--- src/rtl/redmule_ldst_arbiter.sv ---
// Arbiter for the single TCDM port shared by the RedMulE streamer.
// Three load sources (X, W, Y) and one store sink (Z) compete for the port.
// A granted read pushes its source index into an ID FIFO so that the in-order
// read responses can be routed back to the source that issued them.
// Stores have priority, bounded by a starvation counter that forces a waiting
// load through after LD_STARVE consecutive store grants.
module redmule_ldst_arbiter #(
    parameter int unsigned N_LD      = 3,
    parameter int unsigned MAX_OUTST = 4,
    parameter int unsigned LD_STARVE = 8,
    localparam int unsigned LDW      = (N_LD > 1) ? $clog2(N_LD) : 1,
    localparam int unsigned SELW     = LDW + 1
) (
    input  logic            clk_i,
    input  logic            rst_ni,
    input  logic            clear_i,
    input  logic            enable_i,
    input  logic [N_LD-1:0] ld_req_i,
    output logic [N_LD-1:0] ld_gnt_o,
    output logic [N_LD-1:0] ld_rvalid_o,
    input  logic            st_req_i,
    output logic            st_gnt_o,
    output logic            tcdm_req_o,
    output logic            tcdm_wen_o,
    input  logic            tcdm_gnt_i,
    input  logic            tcdm_r_valid_i,
    output logic [SELW-1:0] sel_o,
    output logic            busy_o,
    output logic [15:0]     ld_cnt_o,
    output logic [15:0]     st_cnt_o,
    output logic            err_o
);

    localparam int unsigned PTRW = (MAX_OUTST > 1) ? $clog2(MAX_OUTST) : 1;
    localparam int unsigned CNTW = $clog2(MAX_OUTST + 1);
    localparam int unsigned STW  = $clog2(LD_STARVE + 1);

    typedef enum logic [0:0] {StIdle, StHold} state_e;

    state_e            state_q, state_d;
    logic [SELW-1:0]   sel_q, sel_d;
    logic [LDW-1:0]    rr_q, rr_d;
    logic [STW-1:0]    starve_q, starve_d;
    logic [LDW-1:0]    mem_q [MAX_OUTST];
    logic [PTRW-1:0]   wptr_q, rptr_q;
    logic [CNTW-1:0]   cnt_q, cnt_d;
    logic [15:0]       ld_cnt_q, st_cnt_q;
    logic              err_q;

    logic              fifo_full, fifo_empty;
    logic [N_LD-1:0]   ld_elig;
    logic              cand_valid;
    logic [SELW-1:0]   cand_sel;
    logic [LDW-1:0]    rr_idx;
    logic              req, is_store, gnt;
    logic [SELW-1:0]   sel;
    logic [LDW-1:0]    gnt_idx;
    logic              push, pop;

    // Full is derived from the registered count, so a same-cycle pop does not unblock loads.
    assign fifo_full  = (cnt_q == CNTW'(MAX_OUTST));
    assign fifo_empty = (cnt_q == '0);

    // Candidate selection: store first unless starvation forces a load, else round-robin.
    always_comb begin
        cand_valid = 1'b0;
        cand_sel   = '0;
        rr_idx     = '0;
        ld_elig    = fifo_full ? '0 : ld_req_i;
        if (enable_i && !clear_i) begin
            if (st_req_i && !(starve_q == STW'(LD_STARVE) && (|ld_elig))) begin
                cand_valid = 1'b1;
                cand_sel   = SELW'(N_LD);
            end else begin
                for (int unsigned k = 0; k < N_LD; k++) begin
                    rr_idx = LDW'((32'(rr_q) + k) % N_LD);
                    if (!cand_valid && ld_elig[rr_idx]) begin
                        cand_valid = 1'b1;
                        cand_sel   = SELW'(rr_idx);
                    end
                end
            end
        end
    end

    // Port drive: the latched selection in HOLD, the live candidate in IDLE.
    always_comb begin
        req = 1'b0;
        sel = '0;
        if (state_q == StHold) begin
            req = 1'b1;
            sel = sel_q;
        end else if (cand_valid) begin
            req = 1'b1;
            sel = cand_sel;
        end
        is_store = (sel == SELW'(N_LD));
        gnt      = req && tcdm_gnt_i;
        gnt_idx  = sel[LDW-1:0];
        ld_gnt_o = '0;
        if (gnt && !is_store) begin
            ld_gnt_o[gnt_idx] = 1'b1;
        end
        st_gnt_o   = gnt && is_store;
        tcdm_req_o = req;
        tcdm_wen_o = req && !is_store;
        sel_o      = sel;
    end

    // Response routing: the FIFO head names the source of the returning read.
    always_comb begin
        push        = gnt && !is_store;
        pop         = tcdm_r_valid_i && !fifo_empty;
        ld_rvalid_o = '0;
        if (pop) begin
            ld_rvalid_o[mem_q[rptr_q]] = 1'b1;
        end
        unique case ({push, pop})
            2'b10:   cnt_d = cnt_q + CNTW'(1);
            2'b01:   cnt_d = cnt_q - CNTW'(1);
            default: cnt_d = cnt_q;
        endcase
    end

    // Next-state for the lock FSM, round-robin pointer and starvation counter.
    always_comb begin
        state_d  = state_q;
        sel_d    = sel_q;
        rr_d     = rr_q;
        starve_d = starve_q;
        unique case (state_q)
            StIdle: begin
                if (cand_valid && !tcdm_gnt_i) begin
                    state_d = StHold;
                    sel_d   = cand_sel;
                end
            end
            StHold: begin
                if (tcdm_gnt_i) begin
                    state_d = StIdle;
                end
            end
            default: state_d = StIdle;
        endcase
        if (gnt && !is_store) begin
            rr_d     = (gnt_idx == LDW'(N_LD - 1)) ? '0 : gnt_idx + LDW'(1);
            starve_d = '0;
        end else if (gnt && is_store) begin
            if (|ld_req_i) begin
                starve_d = (starve_q == STW'(LD_STARVE)) ? starve_q : starve_q + STW'(1);
            end else begin
                starve_d = '0;
            end
        end
    end

    // State registers; clear behaves exactly like reset.
    always_ff @(posedge clk_i or negedge rst_ni) begin
        if (!rst_ni) begin
            state_q  <= StIdle;
            sel_q    <= '0;
            rr_q     <= '0;
            starve_q <= '0;
            wptr_q   <= '0;
            rptr_q   <= '0;
            cnt_q    <= '0;
            ld_cnt_q <= '0;
            st_cnt_q <= '0;
            err_q    <= 1'b0;
            for (int i = 0; i < MAX_OUTST; i++) begin
                mem_q[i] <= '0;
            end
        end else if (clear_i) begin
            state_q  <= StIdle;
            sel_q    <= '0;
            rr_q     <= '0;
            starve_q <= '0;
            wptr_q   <= '0;
            rptr_q   <= '0;
            cnt_q    <= '0;
            ld_cnt_q <= '0;
            st_cnt_q <= '0;
            err_q    <= 1'b0;
            for (int i = 0; i < MAX_OUTST; i++) begin
                mem_q[i] <= '0;
            end
        end else begin
            state_q  <= state_d;
            sel_q    <= sel_d;
            rr_q     <= rr_d;
            starve_q <= starve_d;
            cnt_q    <= cnt_d;
            if (push) begin
                mem_q[wptr_q] <= gnt_idx;
                wptr_q        <= wptr_q + PTRW'(1);
                ld_cnt_q      <= ld_cnt_q + 16'd1;
            end
            if (pop) begin
                rptr_q <= rptr_q + PTRW'(1);
            end
            if (st_gnt_o) begin
                st_cnt_q <= st_cnt_q + 16'd1;
            end
            if (tcdm_r_valid_i && fifo_empty) begin
                err_q <= 1'b1;
            end
        end
    end

    assign busy_o   = (|ld_req_i) || st_req_i || (state_q == StHold) || !fifo_empty;
    assign ld_cnt_o = ld_cnt_q;
    assign st_cnt_o = st_cnt_q;
    assign err_o    = err_q;

endmodule

--- config.mk ---
export PLATFORM = sky130hd
export DESIGN_NAME = redmule_ldst_arbiter
export DESIGN_NICKNAME = d
export VERILOG_FILES = /design/src/rtl/redmule_ldst_arbiter.sv
export SDC_FILE = /design/constraint.sdc
export NUM_CORES = 1
export LEC_CHECK = 0
export CAP_MARGIN = 20
export CORE_ASPECT_RATIO = 1.2
export CORE_MARGIN = 2
export CORE_UTILIZATION = 45
export CTS_CLUSTER_DIAMETER = 200
export DETAILED_ROUTE_END_ITERATION = 6
export PLACE_DENSITY = 0.79
export RECOVER_POWER = 50
export SETUP_SLACK_MARGIN = 0.3
export SKIP_CTS_REPAIR_TIMING = 1
export SLEW_MARGIN = 20
export SYNTH_ARGS = -nofsm -noshare
export SYNTH_HDL_FRONTEND = slang
export SYNTH_SLANG_ARGS = --single-unit
--- constraint.sdc ---
create_clock -name clk_i -period 3.1 [get_ports clk_i]
set_input_delay 0.62 -clock clk_i [delete_from_list [all_inputs] [get_ports clk_i]]
set_output_delay 0.62 -clock clk_i [all_outputs]
set_load 0.005 [all_outputs]
==> flow_summary.yaml <==
clock_network:
  clk_pin_slew_ps: 80
  clock_sinks: 57
  clock_latency_ps: 340
  htree_levels: 3
  cts_buffers: 9
  ctsRootBufferMaster: "clkbuf_8"
  cts_tree: "built"
  ctsLongestPathBuffers: 2
timing:
  worst_pin_slew_ps: 1500
  max_slew_margin_pct: -0.01334
  period_share_pct: 97.58
  setup_violations: 0
  maxSlewViolCount: 22
  layout_setup_ws_ps: 74.91
  final.min_clock_period_ps: 3025
  report.final.hold_viol_count: 0
  fin_skew_ps: 9.355
  rsz0062_at_grt: "true"
  fmax_mhz: 330.6
global_route:
  antenna_found_initial: 0
  grt_max_degree: 58
  grt_pass1_wl_um: 13120
  grt_usage_pct: 20.76
  gr-total-overflow: 0
  grt_pass1_vias: 2859
status:
  status: "finished, violations left"
  violations: "max-capacitance violations, max-slew violations"
logic_synthesis:
  ys_top_cells_by_area: "dfrtp_1 (44%), nor2_1 (4.5%), ha_1 (4.2%)"
  syn-instance-count: 336
  yosys_warnings: 0
  syn_area_per_cell_um2: 9.756
  ys_seq_area_share_pct: 43.51
  async_flop_share_pct: 100.0
  synth_edf_count: 0
  synth_top_area_share_pct: 43.51
  netlist_area_mm2: 0.003278
  synth_cell_types: 54
  synthFlopType: "dfrtp_1"
  synth-seq-cells: 57
  synth_top_area_cell: "dfrtp_1"
  syn-num-nets: 358
min_path:
  worstHoldStart: "err_o"
  hold_path_class: "reg -> reg"
final_layout:
  final-seq-area_mm2: 0.001428
  antennaDiodeCount: 0
  area_growth_pct: 47.18
  mostFrequentLayoutCell: "dfrtp_1"
  fill_cells: 548
  fin_area_mm2: 0.004825
  final_cell_mix: "dfrtp_1 (56), buf_4 (40), nor2_1 (36), clkdlybuf4s50_1 (21), dlygate4sd3_1 (19)"
  drive_gt1_share_pct: 31.04
  nets: 468
  multi_input_area_mm2: 0.001946
routing:
  first_pass_iters: 6
  drt_iter0_drc: 157
  via_count: 3008
  wl_um: 9008
  drc: 0
  post_drt_wl_per_cell_um: 16.65
  via_per_inst: 5.560
  ant_nets: 0
placement:
  place_hpwl_um: 5336
  post-place-ws_ps: -585.4
  placed_cell_area_mm2: 0.004116
  gp_congestion: 0.7731
  port-buffer-count: 54
setup_path:
  critPathLaunch: "enable_i"
  timing.rr.start: "rr_q[1]"
  crit_path_start_kind: "input pin"
  cp_data_arrival_time_ps: 2410
  path_max_fanout: 3
  critical_path_class: "in -> out"
  worstPathRequired_ps: 2480
  end_kind: "primary output"
die:
  start_util_pct: 45.87
  die_w_um: 81.92
  rows: 34
  core_mm2: 0.007147
  die_h_um: 97.50
  dieArea_mm2: 0.007986
  ios: 56
run:
  maxCapViolations: 1
power_and_ir_drop:
  total_power_mw: 2.286
  p_leak_nw: 2.144
  ir_drop_mv: 0.2850
  p_per_area_mw_per_mm2: 473.8
critical path, cell delays in order:
cell	delay, ps
clkdlybuf4s50_1	460
nand2b_1	130
nor2_2	180
o21ai_1	110
a21oi_2	240
a22oi_2	100
buf_4	170
nor4_2	240
buf_2	150
kinds of logic after synthesis:
kind of cell               count (synthesis)  share of synthesized area [%]
AOI/OAI and AO/OA                         64                          14.31
xor gates and xnor gates                  27                          7.214
adders and majority gates                 12                          4.809
buffers and inverters                     31                          4.160
DFF                                       57                          43.51
muxes                                      9                          3.511
other                                      1                         0.1144
and+or+nand+nor                          135                          22.37
synthesized netlist by cell type (2+ instances only):
library cell	n
nor3b_1	2
and2_1	4
nand2_2	2
a22oi_1	3
nand2_1	16
o211ai_1	3
o22a_1	2
nor3_2	2
o21ai_0	14
nand3_1	14
a2bb2oi_1	2
or3_1	9
inv_1	17
o31ai_2	2
mux2i_1	7
and3_1	5
dfrtp_1	57
xor2_1	13
nor2_1	39
and4_1	5
nand3b_1	2
nor3_1	11
nand4_1	10
a311oi_1	8
clkbuf_1	7
a21oi_1	20
mux4_2	2
ha_1	11
buf_4	2
xnor2_1	14
nand2b_1	6
buf_2	3
worst paths after layout:
check / to / slack, ps / depth (start not counted)
max in group asynchronous: rr_q[1] / 930 / 2
worst min register to register: err_o / 500 / 2
worst max-delay path: ld_gnt_o[2] / 70 / 9
worst max register to register: cnt_q[2] / 110 / 15
min in group asynchronous: st_cnt_o[3] / 630 / 1
worst min-delay path: err_o / 500 / 2
report_power, final:
group          switching (mW)  total, mW  internal [mW]  leakage [nW]
clock                   0.335      0.796          0.460         0.114
combinational           0.321      0.656          0.335          1.24
sequential             0.0502      0.834          0.784         0.788
cell type report:
type,instances,area share [%]
Inverter,17,1.323
Tap cell,90,2.334
Clock buffer,9,2.567
Clock inverter,7,2.152
Sequential cell,57,29.59
Timing Repair Buffer,113,21.71
Multi-Input combinational cell,248,40.33
per-layer routing:
layer | vias up | track usage, % | share of wire, %
met5 | - | 0 | 0
met2 | 91 | 33.77 | 51
met3 | 16 | 5.204 | 4.8
met4 | 0 | 8.077 | 2.3
li1 | 1418 | - | -
met1 | 1483 | 26.10 | 42
registers in the layout (all words and copies together), names as in the netlist, 2 cells and up:
signal	flops
st_cnt_o	16
rr_q	2
ld_cnt_o	16
rptr_q	2
mem_q	8
sel_q	2
cnt_q	3
wptr_q	2
starve_q	4
stage by stage:
step	TNS, ps	instances	utilization, %	hold WS, ps
6_report	0	541	67.51	497.1
5_1_grt	-135.0	541	67.51	538.3
4_1_cts	-3894	515	60.78	302.7
3_5_place_dp	-12500	499	57.60	486.1
3_3_place_gp	-8898	499	57.60	479.5
2_1_floorplan	0	336	-	324.4
No activity file was read; power rests on OpenSTA's default activity.
